$ cat config.mk
export PLATFORM = sky130hd
export DESIGN_NAME = guard_merge
export DESIGN_NICKNAME = d
export VERILOG_FILES = /design/src/rtl/ep2_guard_pkg.sv /design/src/rtl/axis_skid_reg.sv /design/src/rtl/guard_merge.sv
export SDC_FILE = /design/constraint.sdc
export NUM_CORES = 1
export LEC_CHECK = 0
export CAP_MARGIN = 40
export CORE_ASPECT_RATIO = 1.75
export CORE_UTILIZATION = 56
export CTS_BUF_LIST = sky130_fd_sc_hd__clkbuf_4 sky130_fd_sc_hd__clkbuf_8
export DETAILED_ROUTE_END_ITERATION = 6
export DONT_BUFFER_PORTS = 1
export PLACE_DENSITY = 0.71
export SYNTH_ARGS = -nofsm -noshare
export SYNTH_HDL_FRONTEND = slang
export SYNTH_SLANG_ARGS = --single-unit
$ cat constraint.sdc
create_clock -name clk -period 2.8 [get_ports clk]
set_input_delay 0.84 -clock clk [delete_from_list [all_inputs] [get_ports clk]]
set_output_delay 0.84 -clock clk [all_outputs]
set_load 0.05 [all_outputs]
$ cat src/rtl/ep2_guard_pkg.sv
// Shared definitions for the guard family: FSM state encoding and the
// meaning of a select token.
package ep2_guard_pkg;

    typedef enum logic [0:0] {
        IDLE    = 1'b0,
        FORWARD = 1'b1
    } guard_state_e;

    localparam logic SEL_A = 1'b1;
    localparam logic SEL_B = 1'b0;

endpackage

$ cat src/rtl/axis_skid_reg.sv
// Two-entry AXI-Stream register slice: an output register backed by one skid
// entry, so upstream ready is registered and throughput stays at one beat/cycle.
module axis_skid_reg #(
    parameter int DATA_WIDTH = 16,
    parameter int KEEP_WIDTH = DATA_WIDTH / 8
) (
    input  logic                  clk,
    input  logic                  rst_n,
    input  logic [DATA_WIDTH-1:0] s_axis_tdata,
    input  logic [KEEP_WIDTH-1:0] s_axis_tkeep,
    input  logic                  s_axis_tlast,
    input  logic                  s_axis_tvalid,
    output logic                  s_axis_tready,
    output logic [DATA_WIDTH-1:0] m_axis_tdata,
    output logic [KEEP_WIDTH-1:0] m_axis_tkeep,
    output logic                  m_axis_tlast,
    output logic                  m_axis_tvalid,
    input  logic                  m_axis_tready
);

    localparam int BeatWidth = DATA_WIDTH + KEEP_WIDTH + 1;

    logic [BeatWidth-1:0] out_q;
    logic [BeatWidth-1:0] skid_q;
    logic [BeatWidth-1:0] in_beat;
    logic                 out_valid_q;
    logic                 skid_valid_q;

    assign in_beat = {s_axis_tdata, s_axis_tkeep, s_axis_tlast};

    // The skid entry only fills while the output entry is occupied, so a
    // busy skid entry means both are full.
    assign s_axis_tready = rst_n & ~skid_valid_q;

    assign {m_axis_tdata, m_axis_tkeep, m_axis_tlast} = out_q;
    assign m_axis_tvalid = rst_n & out_valid_q;

    always_ff @(posedge clk) begin
        if (!rst_n) begin
            out_q        <= '0;
            skid_q       <= '0;
            out_valid_q  <= 1'b0;
            skid_valid_q <= 1'b0;
        end else if (!out_valid_q || m_axis_tready) begin
            if (skid_valid_q) begin
                out_q        <= skid_q;
                out_valid_q  <= 1'b1;
                skid_valid_q <= 1'b0;
            end else begin
                out_valid_q <= s_axis_tvalid;
                if (s_axis_tvalid) begin
                    out_q <= in_beat;
                end
            end
        end else if (s_axis_tvalid && s_axis_tready) begin
            skid_q       <= in_beat;
            skid_valid_q <= 1'b1;
        end
    end

endmodule

$ cat src/rtl/guard_merge.sv
// Rejoins frames split by upstream guards: each select token forwards one whole
// frame from input A or B, in token order, through a two-entry skid register.
module guard_merge
    import ep2_guard_pkg::*;
#(
    parameter int DATA_WIDTH = 16,
    parameter int KEEP_WIDTH = DATA_WIDTH / 8,
    parameter int IF_STREAM  = 1
) (
    input  logic                  clk,
    input  logic                  rst_n,
    input  logic                  s_merge_cond_tdata,
    input  logic                  s_merge_cond_tvalid,
    output logic                  s_merge_cond_tready,
    input  logic [DATA_WIDTH-1:0] s_merge_a_axis_tdata,
    input  logic [KEEP_WIDTH-1:0] s_merge_a_axis_tkeep,
    input  logic                  s_merge_a_axis_tlast,
    input  logic                  s_merge_a_axis_tvalid,
    output logic                  s_merge_a_axis_tready,
    input  logic [DATA_WIDTH-1:0] s_merge_b_axis_tdata,
    input  logic [KEEP_WIDTH-1:0] s_merge_b_axis_tkeep,
    input  logic                  s_merge_b_axis_tlast,
    input  logic                  s_merge_b_axis_tvalid,
    output logic                  s_merge_b_axis_tready,
    output logic [DATA_WIDTH-1:0] m_merge_axis_tdata,
    output logic [KEEP_WIDTH-1:0] m_merge_axis_tkeep,
    output logic                  m_merge_axis_tlast,
    output logic                  m_merge_axis_tvalid,
    input  logic                  m_merge_axis_tready
);

    guard_state_e state_q, state_d;
    logic         sel_q, sel_d;

    logic [DATA_WIDTH-1:0] skid_tdata;
    logic [KEEP_WIDTH-1:0] skid_tkeep;
    logic                  skid_tlast;
    logic                  skid_tvalid;
    logic                  skid_tready;

    logic                  a_last_eff, b_last_eff;
    logic [KEEP_WIDTH-1:0] a_keep_eff, b_keep_eff;

    // Token mode: every beat is a complete frame with all bytes valid.
    assign a_last_eff = (IF_STREAM != 0) ? s_merge_a_axis_tlast : 1'b1;
    assign b_last_eff = (IF_STREAM != 0) ? s_merge_b_axis_tlast : 1'b1;
    assign a_keep_eff = (IF_STREAM != 0) ? s_merge_a_axis_tkeep : {KEEP_WIDTH{1'b1}};
    assign b_keep_eff = (IF_STREAM != 0) ? s_merge_b_axis_tkeep : {KEEP_WIDTH{1'b1}};

    always_comb begin
        state_d               = state_q;
        sel_d                 = sel_q;
        s_merge_cond_tready   = 1'b0;
        s_merge_a_axis_tready = 1'b0;
        s_merge_b_axis_tready = 1'b0;
        skid_tvalid           = 1'b0;
        skid_tdata            = s_merge_a_axis_tdata;
        skid_tkeep            = a_keep_eff;
        skid_tlast            = a_last_eff;
        unique case (state_q)
            IDLE: begin
                s_merge_cond_tready = rst_n;
                if (rst_n && s_merge_cond_tvalid) begin
                    sel_d   = s_merge_cond_tdata;
                    state_d = FORWARD;
                end
            end
            FORWARD: begin
                if (sel_q == SEL_A) begin
                    s_merge_a_axis_tready = skid_tready;
                    skid_tvalid           = s_merge_a_axis_tvalid;
                    if (s_merge_a_axis_tvalid && skid_tready && a_last_eff) begin
                        state_d = IDLE;
                    end
                end else begin
                    s_merge_b_axis_tready = skid_tready;
                    skid_tvalid           = s_merge_b_axis_tvalid;
                    skid_tdata            = s_merge_b_axis_tdata;
                    skid_tkeep            = b_keep_eff;
                    skid_tlast            = b_last_eff;
                    if (s_merge_b_axis_tvalid && skid_tready && b_last_eff) begin
                        state_d = IDLE;
                    end
                end
            end
        endcase
    end

    always_ff @(posedge clk) begin
        if (!rst_n) begin
            state_q <= IDLE;
            sel_q   <= SEL_B;
        end else begin
            state_q <= state_d;
            sel_q   <= sel_d;
        end
    end

    axis_skid_reg #(
        .DATA_WIDTH(DATA_WIDTH),
        .KEEP_WIDTH(KEEP_WIDTH)
    ) u_skid (
        .clk          (clk),
        .rst_n        (rst_n),
        .s_axis_tdata (skid_tdata),
        .s_axis_tkeep (skid_tkeep),
        .s_axis_tlast (skid_tlast),
        .s_axis_tvalid(skid_tvalid),
        .s_axis_tready(skid_tready),
        .m_axis_tdata (m_merge_axis_tdata),
        .m_axis_tkeep (m_merge_axis_tkeep),
        .m_axis_tlast (m_merge_axis_tlast),
        .m_axis_tvalid(m_merge_axis_tvalid),
        .m_axis_tready(m_merge_axis_tready)
    );

endmodule

Word level (Yosys, flattened, before mapping) --
Index checks and enable logic that the tools add are counted.
Word-level totals: bits in registers 42, bits of input ports 45, output and inout port bits 23, logic and storage cells 46
Cells by class: multiplexer cells 21, bitwise operators 6, reductions and logical operators 13
Operators by type and width (count):
- $mux 19 | 2
- $mux 16 | 2
- $mux 1 | 14
- $logic_and 1x1->1 | 6
- $reduce_and 2->1 | 3
- $mux 2 | 2
- $not 1->1 | 4
- $and 1x1->1 | 2
- $pmux 1 s2 | 1
- $reduce_bool 2->1 | 1
- $reduce_or 2->1 | 1
- $logic_not 1->1 | 1
- $logic_or 1x1->1 | 1

Longest topological paths before layout --
Gate-level depths: netlist of run 1.
word-level depth 7, mapped depth 7

Cells and area by module --
From an unflattened synthesis of run 1, not the netlist that was laid out.
Unflattened totals: cell total of the unflattened synthesis 220, area, all modules 2178.3 um^2
Modules (own cells, without submodules):
- axis_skid_reg | instances 1, cells each 182, area an instance 1732.9 um^2, seq. area each 800.8 um^2
- guard_merge | instances 1, cells each 38, area an instance 445.4 um^2, seq. area each 40.0 um^2

Worst setup path after synthesis of run 1 --
No wires, ideal clock.
kind input port to output port, start point input rst_n, end point output s_merge_cond_tready, arrival 1.814 ns, required time 1.960 ns, slack 0.146 ns, cell stages on the path 2, buffers on the path 1, cells stage by stage clkbuf_1 > nor2b_1
Between the ends: cells in the longest elaborated chain, start to end 1
Ends and longest elaborated chain:
- start, declared | line guard_merge.sv:11 | input logic rst_n,
- $mux 1 | line guard_merge.sv:60 | unique case (state_q)
- end, declared | line guard_merge.sv:14 | output logic s_merge_cond_tready,
Every way passes these cells.

Worst setup path after layout of run 1 --
start point input rst_n, end point output s_merge_a_axis_tready
Between the ends: cells in the longest elaborated chain, start to end 3
Ends and longest elaborated chain:
- $and 1x1->1 | line axis_skid_reg.sv:33 | assign s_axis_tready = rst_n & ~skid_valid_q;
- $mux 1 | line guard_merge.sv:69 | if (sel_q == SEL_A) begin
- $mux 1 | line guard_merge.sv:60
- end, declared | line guard_merge.sv:19 | output logic s_merge_a_axis_tready,
Every way passes these cells.

==> flow_summary.ini, run 1 <==
[cells_and_area]
fillers = 332
drive_gt1_share_pct = 8.53
area_growth_pct = 2.89
final_nets = 255
diodes = 0
design_area_um2 = 2090
fin_util_pct = 60.9

[setup_path]
worst-r2r-cell-count = 4
slowest_delay_ns = 0.45
criticalPathCategory = input port to output port
required_ns = 1.96
cp.arrival_ns = 1.50
cp_max_fo = 48
rrSetupSlack_ns = 0.93
critPathBufInv = 0
worst-path-stages = 2
crit_chain = and3b_1 -> and2_1
end_kind = output port
r2r_end = u_skid.out_q[18]$_SDFFE_PN0P_
timing.rr.start = sel_q$_SDFFE_PN0P_
slowest_stage = and2_1
setup.worst_path.start = rst_n
crit_family = simple AND/OR/NAND/NOR gates
start_kind = input port

[sta]
period_needed_ns = 2.34
worstMarginPinSlew_ns = 0.865
setup_viol = 0
rsz0062_at_grt = no
setup_tns_ns = 0
hold_viol = 0
max_slew_margin_pct = 42.3
drv_slew = 0
fin_crit_sh_pct = 83.6
skew_ns = 0.00592
fmax_mhz = 427
fin_hold_ws_ns = 0.467

[die]
die-area_um2 = 3890
die_h_um = 81.7
ioPinCount = 68
rows = 28
dieWidth_um = 47.6
core-area_um2 = 3430
start_util_pct = 59.2

[grt]
antenna_found_initial = 0
grt-ovfl-total = 0
grt_pass1_wl_mm = 6.13
grt_pass1_vias = 1380
grt_max_degree = 49
grt.total_usage_pct = 22.1

[run]
maxCapViolCount = 0

[yosys]
syn_nets = 267
synth.most_common_cell = dfxtp_1
postSynthCellCount = 222
ys_types = 26
synth_area_leaders = dfxtp_1, mux2i_1, a21boi_0
synth_commonest_cells = dfxtp_1, o21ai_0, a21boi_0, nand3_1, clkbuf_1
ys_ff_latch = 42
synth-edff-count = 0
synth_top_area_share_pct = 41.4
syn_avg_cell_area_um2 = 9.16
async_flop_share_pct = 0
yosys_warnings = 0
synth_area_leader_cell = dfxtp_1
syn_area_um2 = 2030
synth.yosys.seq_area_share_pct = 41.4
ys.flop_type = dfxtp_1

[drt]
drc = 0
drtIter0Drc = 42
ant_nets = 0
viasPerCell = 6.23
routed-via-count = 1596
first_pass_iters = 4
wl_mm = 4.17
wl_per_cell_um = 16.3

[clocking]
hold_buffers = 0
cts_resized = 0
clock_latency_ns = 0.28
cts_buffer_depth = 2
cts_setup_buffers = 0
cts-root-buf = clkbuf_8
cts_made_buffers = 5
cts_sinks = 42
clk_pin_slew_ns = 0.08
cts-htree-levels = 2
cts_tree = built

[place]
dpl-instance-area_um2 = 2000
port_buffers = 0
place.gp.congestion = 0.817
dp_hpwl_mm = 2.78

[run_status]
status = finished clean

[min_path]
min_to = u_skid.skid_q[16]$_SDFFE_PN0P_
hold_depth = 2
hp-start = u_skid.skid_q[16]$_SDFFE_PN0P_
hold_class = flop to flop

[power]
p_leak_uw = 0.000819
vdd_drop_max_uv = 555
power_density_nw_per_um2 = 572
[where the power goes]
group	switching [µW]	total, µW	internal [µW]
combinational	68.2	120	52.0
clock	187	396	208
sequential	63.9	680	616
total	319	1200	877
[cells by family after synthesis]
family,Yosys count,share of synthesized area [%]
compound gates,81,28.2
buf+inv,24,6.21
flops,42,41.4
mux,22,11.1
simple gates,53,13.0
[layout by cell type (no fill, tap or decap)]
cell,synthesis,routed
a31oi_1,1,1
a2111oi_0,13,13
mux2_2,5,5
a21oi_1,1,1
o21ai_0,23,23
clkbuf_8,0,6
dfxtp_1,42,42
clkbuf_4,0,1
nor2_1,16,16
and3_1,1,1
nand2b_2,1,1
o2111ai_1,3,3
a21o_1,1,1
and3b_1,1,1
mux2i_1,17,17
and2_1,2,2
nand2b_1,4,4
and2b_1,1,1
o21a_1,16,16
buf_4,0,4
nor2b_1,4,4
inv_1,1,1
nand2_1,3,3
a2111oi_1,3,3
nand3_1,20,20
a21boi_0,20,20
clkinv_2,0,1
[metrics by stage]
stage	cells	worst slack, ns	power, µW
2_1_floorplan	222	0.146	807
3_5_place_dp	248	0.461	815
3_3_place_gp	248	0.476	810
4_1_cts	256	0.455	1210
6_report	256	0.459	1200
5_1_grt	256	0.425	1240
[flip-flops by register name (all words and copies together) (netlist names)]
name                 cells
sel_q                    1
state_q                  1
u_skid.out_q            19
u_skid.out_valid_q       1
u_skid.skid_q           19
u_skid.skid_valid_q      1
[tightest hold or removal path: cells and delay by family, from the launching register on]
family | cells | cell delay (ns)
AOI/OAI and AO/OA | 1 | 0.06
and+or+nand+nor | 1 | 0.05
DFF | 1 | 0.32
[area by class of cell]
class,count,area (µm²),area share [%]
inverters,1,3.75,0.179
repair buffers,4,30.0,1.44
multi-input cells,156,1070,51.0
clock inverters,1,5.00,0.239
well taps,45,56.3,2.69
clock buffers,7,90.1,4.31
flip-flops and latches,42,841,40.2
[layer usage]
layer  track usage, %  wire length (µm)  up-vias  share of wire, %
met5                0                 0        -                 0
met4             8.33                28        0              0.67
met3             6.15               204        2               4.9
met2             38.4              2120       42                51
met1             24.4              1820      757                44
li1                 -                 -      795                 -
[how the worst max path moves through the flow]
stage	end	slack (ns)
6_report	s_merge_a_axis_tready	0.46
5_1_grt	s_merge_a_axis_tready	0.42
4_1_cts	s_merge_a_axis_tready	0.45
3_5_place_dp	s_merge_a_axis_tready	0.46
3_3_place_gp	s_merge_a_axis_tready	0.48
2_1_floorplan	s_merge_cond_tready	0.15
(Power assumes the default switching activity.)
==> run 2: changes to the inputs <==
==> constraint.sdc (replaced) <==
create_clock -name clk -period 2.4 [get_ports clk]
set_input_delay 0.72 -clock clk [delete_from_list [all_inputs] [get_ports clk]]
set_output_delay 0.72 -clock clk [all_outputs]
set_load 0.05 [all_outputs]
==> flow_summary.ini, run 2 (same netlist as run 1, synthesis figures left out) <==
[sta]
setup_viol = 0
setup_tns_ns = 0
hold_viol = 0
skew_ns = 0.00408
worstMarginPinSlew_ns = 0.882
max_slew_margin_pct = 41.1
rsz0062_at_grt = no
drv_slew = 0
fin_crit_sh_pct = 91.7
period_needed_ns = 2.20
fmax_mhz = 454

[clocking]
cts_buffer_depth = 2
cts_tree = built
cts-root-buf = clkbuf_8
cts-htree-levels = 2
cts_setup_buffers = 0
hold_buffers = 0
cts_resized = 0
clock_latency_ns = 0.30
cts_made_buffers = 5
clk_pin_slew_ns = 0.08
cts_sinks = 42

[setup_path]
cp_max_fo = 7
required_ns = 1.68
slowest_stage = dfxtp_1
end_kind = output port
start_kind = flop
critPathBufInv = 0
rrSetupSlack_ns = 0.48
slowest_delay_ns = 0.47
crit_chain = and3b_1 -> and2b_1
cp.arrival_ns = 1.48
criticalPathCategory = flop to output port
crit_family = simple AND/OR/NAND/NOR gates

[cells_and_area]
reg_top3 = u_skid.out_q x19, u_skid.skid_q x19
final_common_cell = dfxtp_1
final_cell_mix = dfxtp_1, o21ai_0, nand3_1, a21boi_0, mux2i_1
drive_gt1_share_pct = 9.00
fillers = 320
final_nets = 255
fin_util_pct = 61.0
area_growth_pct = 3.02
diodes = 0
fin_cells = 256

[place]
place.gp.congestion = 0.792
port_buffers = 0
dp_hpwl_mm = 2.87
dp.cells = 248

[drt]
ant_nets = 0
wl_met2_mm = 2.44
wl_per_cell_um = 17.5
drc = 0
first_pass_iters = 4
routed-via-count = 1621
wl_mm = 4.47
wl_met3_um = 222
drt-met1-wl_mm = 1.73
viasPerCell = 6.33
route.top_layer_used = met4
drtIter0Drc = 53

[run_status]
status = finished clean

[grt]
antenna_found_initial = 0
grt_max_degree = 49
grt_pass1_wl_mm = 6.76
grt-ovfl-total = 0
grt.total_usage_pct = 24.8
grt_pass1_vias = 1480

[power]
switching_share_pct = 27.8
comb_power_share_pct = 9.9
internal-power_uw = 1020
switchingPower_uw = 394
sequentialPowerShare_pct = 56.1
vdd_drop_max_uv = 449
clockPowerShare_pct = 34.1
p_leak_uw = 0.000820
power_density_nw_per_um2 = 676

[die]
rows = 28
start_util_pct = 59.2
ioPinCount = 68
dieWidth_um = 47.6
die_h_um = 81.7
core-area_um2 = 3430
die-area_um2 = 3890

[run]
maxCapViolCount = 0

[min_path]
hold_class = flop to flop
[run 2: changes by cell type in the layout (fill, tap and decap cells not counted)]
cell / before / now
nor2b_2: 0 / 1
nor2b_1: 4 / 3
[run 2: routing by layer]
metal | vias to the layer above | track usage, %
li1 | 786 | -
met1 | 789 | 27.1
met2 | 39 | 41.9
met3 | 7 | 7.91
met4 | 0 | 11.4
met5 | - | 0
[run 2: final timing paths]
path                             startpoint                             end  depth (start not counted)
max reg2reg              sel_q$_SDFFE_PN0P_   u_skid.out_q[13]$_SDFFE_PN0P_                          4
min          u_skid.skid_q[15]$_SDFFE_PN0P_  u_skid.skid_q[15]$_SDFFE_PN0P_                          2
min reg2reg  u_skid.skid_q[15]$_SDFFE_PN0P_  u_skid.skid_q[15]$_SDFFE_PN0P_                          2
max                      state_q$_SDFF_PN0_           s_merge_b_axis_tready                          2
[run 2: worst register-to-register path, delay by kind of cell (launching register included)]
family / cells / cell delay [ns]
AOI/OAI and AO/OA: 2 / 0.68
and+or+nand+nor: 1 / 0.57
DFF: 1 / 0.42
muxes: 1 / 0.19
[run 2: cell type report]
| type | count | area, µm² | area share (%) |
|---|---|---|---|
| multi-input combinational | 156 | 1070 | 51.0 |
| sequential | 42 | 841 | 40.1 |
| clock buffer | 7 | 90.1 | 4.30 |
| tap | 45 | 56.3 | 2.69 |
| timing repair buffer | 4 | 30.0 | 1.43 |
| clock inverter | 1 | 5.00 | 0.239 |
| inverter | 1 | 3.75 | 0.179 |
[run 2: through the flow]
stage	hold slack, ns	setup slack, ns	instance area [µm²]	power (µW)
detailed placement	0.463	0.316	2000	950
floorplan	0.435	0.226	2040	943
global placement	0.446	0.342	2000	944
finish	0.477	0.198	2090	1420
CTS	0.482	0.195	2090	1430
global route	0.499	0.148	2090	1470
[run 2: power by group through the flow]
stage	combinational [µW]	sequential (µW)	clock, µW
after floorplan	137	805	0
after CTS	140	794	492
after global routing	152	797	518
final	140	794	482
after global placement	135	809	0
after detailed placement	139	811	0
==> run 3: changes to the inputs <==
--- a/config.mk
+++ b/config.mk
@@ -7,6 +7,7 @@
 export LEC_CHECK = 0
 export CAP_MARGIN = 40
 export CORE_ASPECT_RATIO = 1.75
+export CORE_MARGIN = 1.5
 export CORE_UTILIZATION = 56
 export CTS_BUF_LIST = sky130_fd_sc_hd__clkbuf_4 sky130_fd_sc_hd__clkbuf_8
 export DETAILED_ROUTE_END_ITERATION = 6
==> flow_summary.ini, run 3 (same netlist as run 1, synthesis figures left out) <==
[power]
power_density_nw_per_um2 = 665
vdd_drop_max_uv = 602
p_leak_uw = 0.000820
finalPower_uw = 1390

[run_status]
status = finished clean

[setup_path]
slowest_delay_ns = 0.46
cp.arrival_ns = 1.43
criticalPathCategory = flop to output port
crit_chain = and3b_1 -> and2b_1
slowest_stage = dfxtp_1
start_kind = flop
cp_max_fo = 7
required_ns = 1.68
end_kind = output port

[die]
die-area_um2 = 4020
start_util_pct = 59.2
ioPinCount = 68
core-area_um2 = 3430
dieWidth_um = 48.6
die_h_um = 82.7
rows = 28

[place]
port_buffers = 0
dp_hpwl_mm = 2.88
place.gp.congestion = 0.735

[cells_and_area]
diodes = 0
fillers = 322
area_growth_pct = 3.02
drive_gt1_share_pct = 9.00
reg_top3 = u_skid.out_q x19, u_skid.skid_q x19
final_common_cell = dfxtp_1
final_cell_mix = dfxtp_1, o21ai_0, nand3_1, a21boi_0, mux2i_1
final_nets = 255

[sta]
worstMarginPinSlew_ns = 0.904
period_needed_ns = 2.15
setup_tns_ns = 0
setup_viol = 0
fmax_mhz = 465
drv_slew = 0
max_slew_margin_pct = 39.7
fin_crit_sh_pct = 89.6
hold_viol = 0
skew_ns = 0.00424
rsz0062_at_grt = no

[clocking]
cts_made_buffers = 5
cts_tree = built
clk_pin_slew_ns = 0.07
cts_setup_buffers = 0
cts-htree-levels = 2
cts_sinks = 42
cts-root-buf = clkbuf_8
cts_resized = 0
cts_buffer_depth = 2
clock_latency_ns = 0.28
hold_buffers = 0

[drt]
drtIter0Drc = 41
wl_per_cell_um = 16.8
wl_mm = 4.31
first_pass_iters = 4
ant_nets = 0
routed-via-count = 1636
viasPerCell = 6.39
drc = 0

[grt]
grt_max_degree = 49
grt_pass1_wl_mm = 6.76
grt_pass1_vias = 1506
grt-ovfl-total = 0
antenna_found_initial = 0
grt.total_usage_pct = 22.0

[min_path]
hold_class = flop to flop

[run]
maxCapViolCount = 0
==> run 3: cell counts in the layout (fill, tap and decap cells not counted) <==
Identical to the previous run, type by type.
==> run 3: per-stage QoR <==
stage	hold slack, ns	instances	utilization, %	instance area [µm²]	setup WS, ns
after floorplan	0.435	222	-	2040	0.226
after global placement	0.445	248	58.2	2000	0.339
after detailed placement	0.464	248	58.2	2000	0.323
after CTS	0.481	256	61.0	2090	0.235
after global routing	0.503	256	61.0	2090	0.162
final	0.477	256	61.0	2090	0.250
==> run 3: area by class of cell <==
class	instances	area [µm²]	share of cell area (%)
clock buffers	7	90.1	4.30
repair buffers	4	30.0	1.43
flip-flops and latches	42	841	40.1
multi-input cells	156	1070	51.0
well taps	45	56.3	2.69
clock inverters	1	5.00	0.239
inverters	1	3.75	0.179
==> run 3: worst paths after layout <==
| check | startpoint | to | slack (ns) | cells past startpoint |
|---|---|---|---|---|
| min reg2reg | u_skid.skid_q[16]$_SDFFE_PN0P_ | u_skid.skid_q[16]$_SDFFE_PN0P_ | 0.48 | 2 |
| max | state_q$_SDFF_PN0_ | s_merge_b_axis_tready | 0.25 | 2 |
| min | u_skid.skid_q[16]$_SDFFE_PN0P_ | u_skid.skid_q[16]$_SDFFE_PN0P_ | 0.48 | 2 |
| max reg2reg | sel_q$_SDFFE_PN0P_ | u_skid.out_q[9]$_SDFFE_PN0P_ | 0.47 | 4 |
==> run 3: power by group <==
group / internal (µW) / switching (µW) / total, µW
clock: 243 / 218 / 461
sequential: 719 / 75.1 / 794
combinational: 59.8 / 78.7 / 139
total: 1020 / 372 / 1390
==> run 3: layer usage <==
layer / GRT usage, % / part of all wire [%]
met4: 11.4 / 1.9
met3: 4.68 / 5.1
met1: 23.5 / 40
met5: 0 / 0
met2: 41.0 / 53
==> run 3: worst max-delay path: cells and delay by family (launching register included) <==
| kind | cells | cell delay (ns) |
|---|---|---|
| flops | 1 | 0.46 |
| simple gates | 2 | 0.68 |
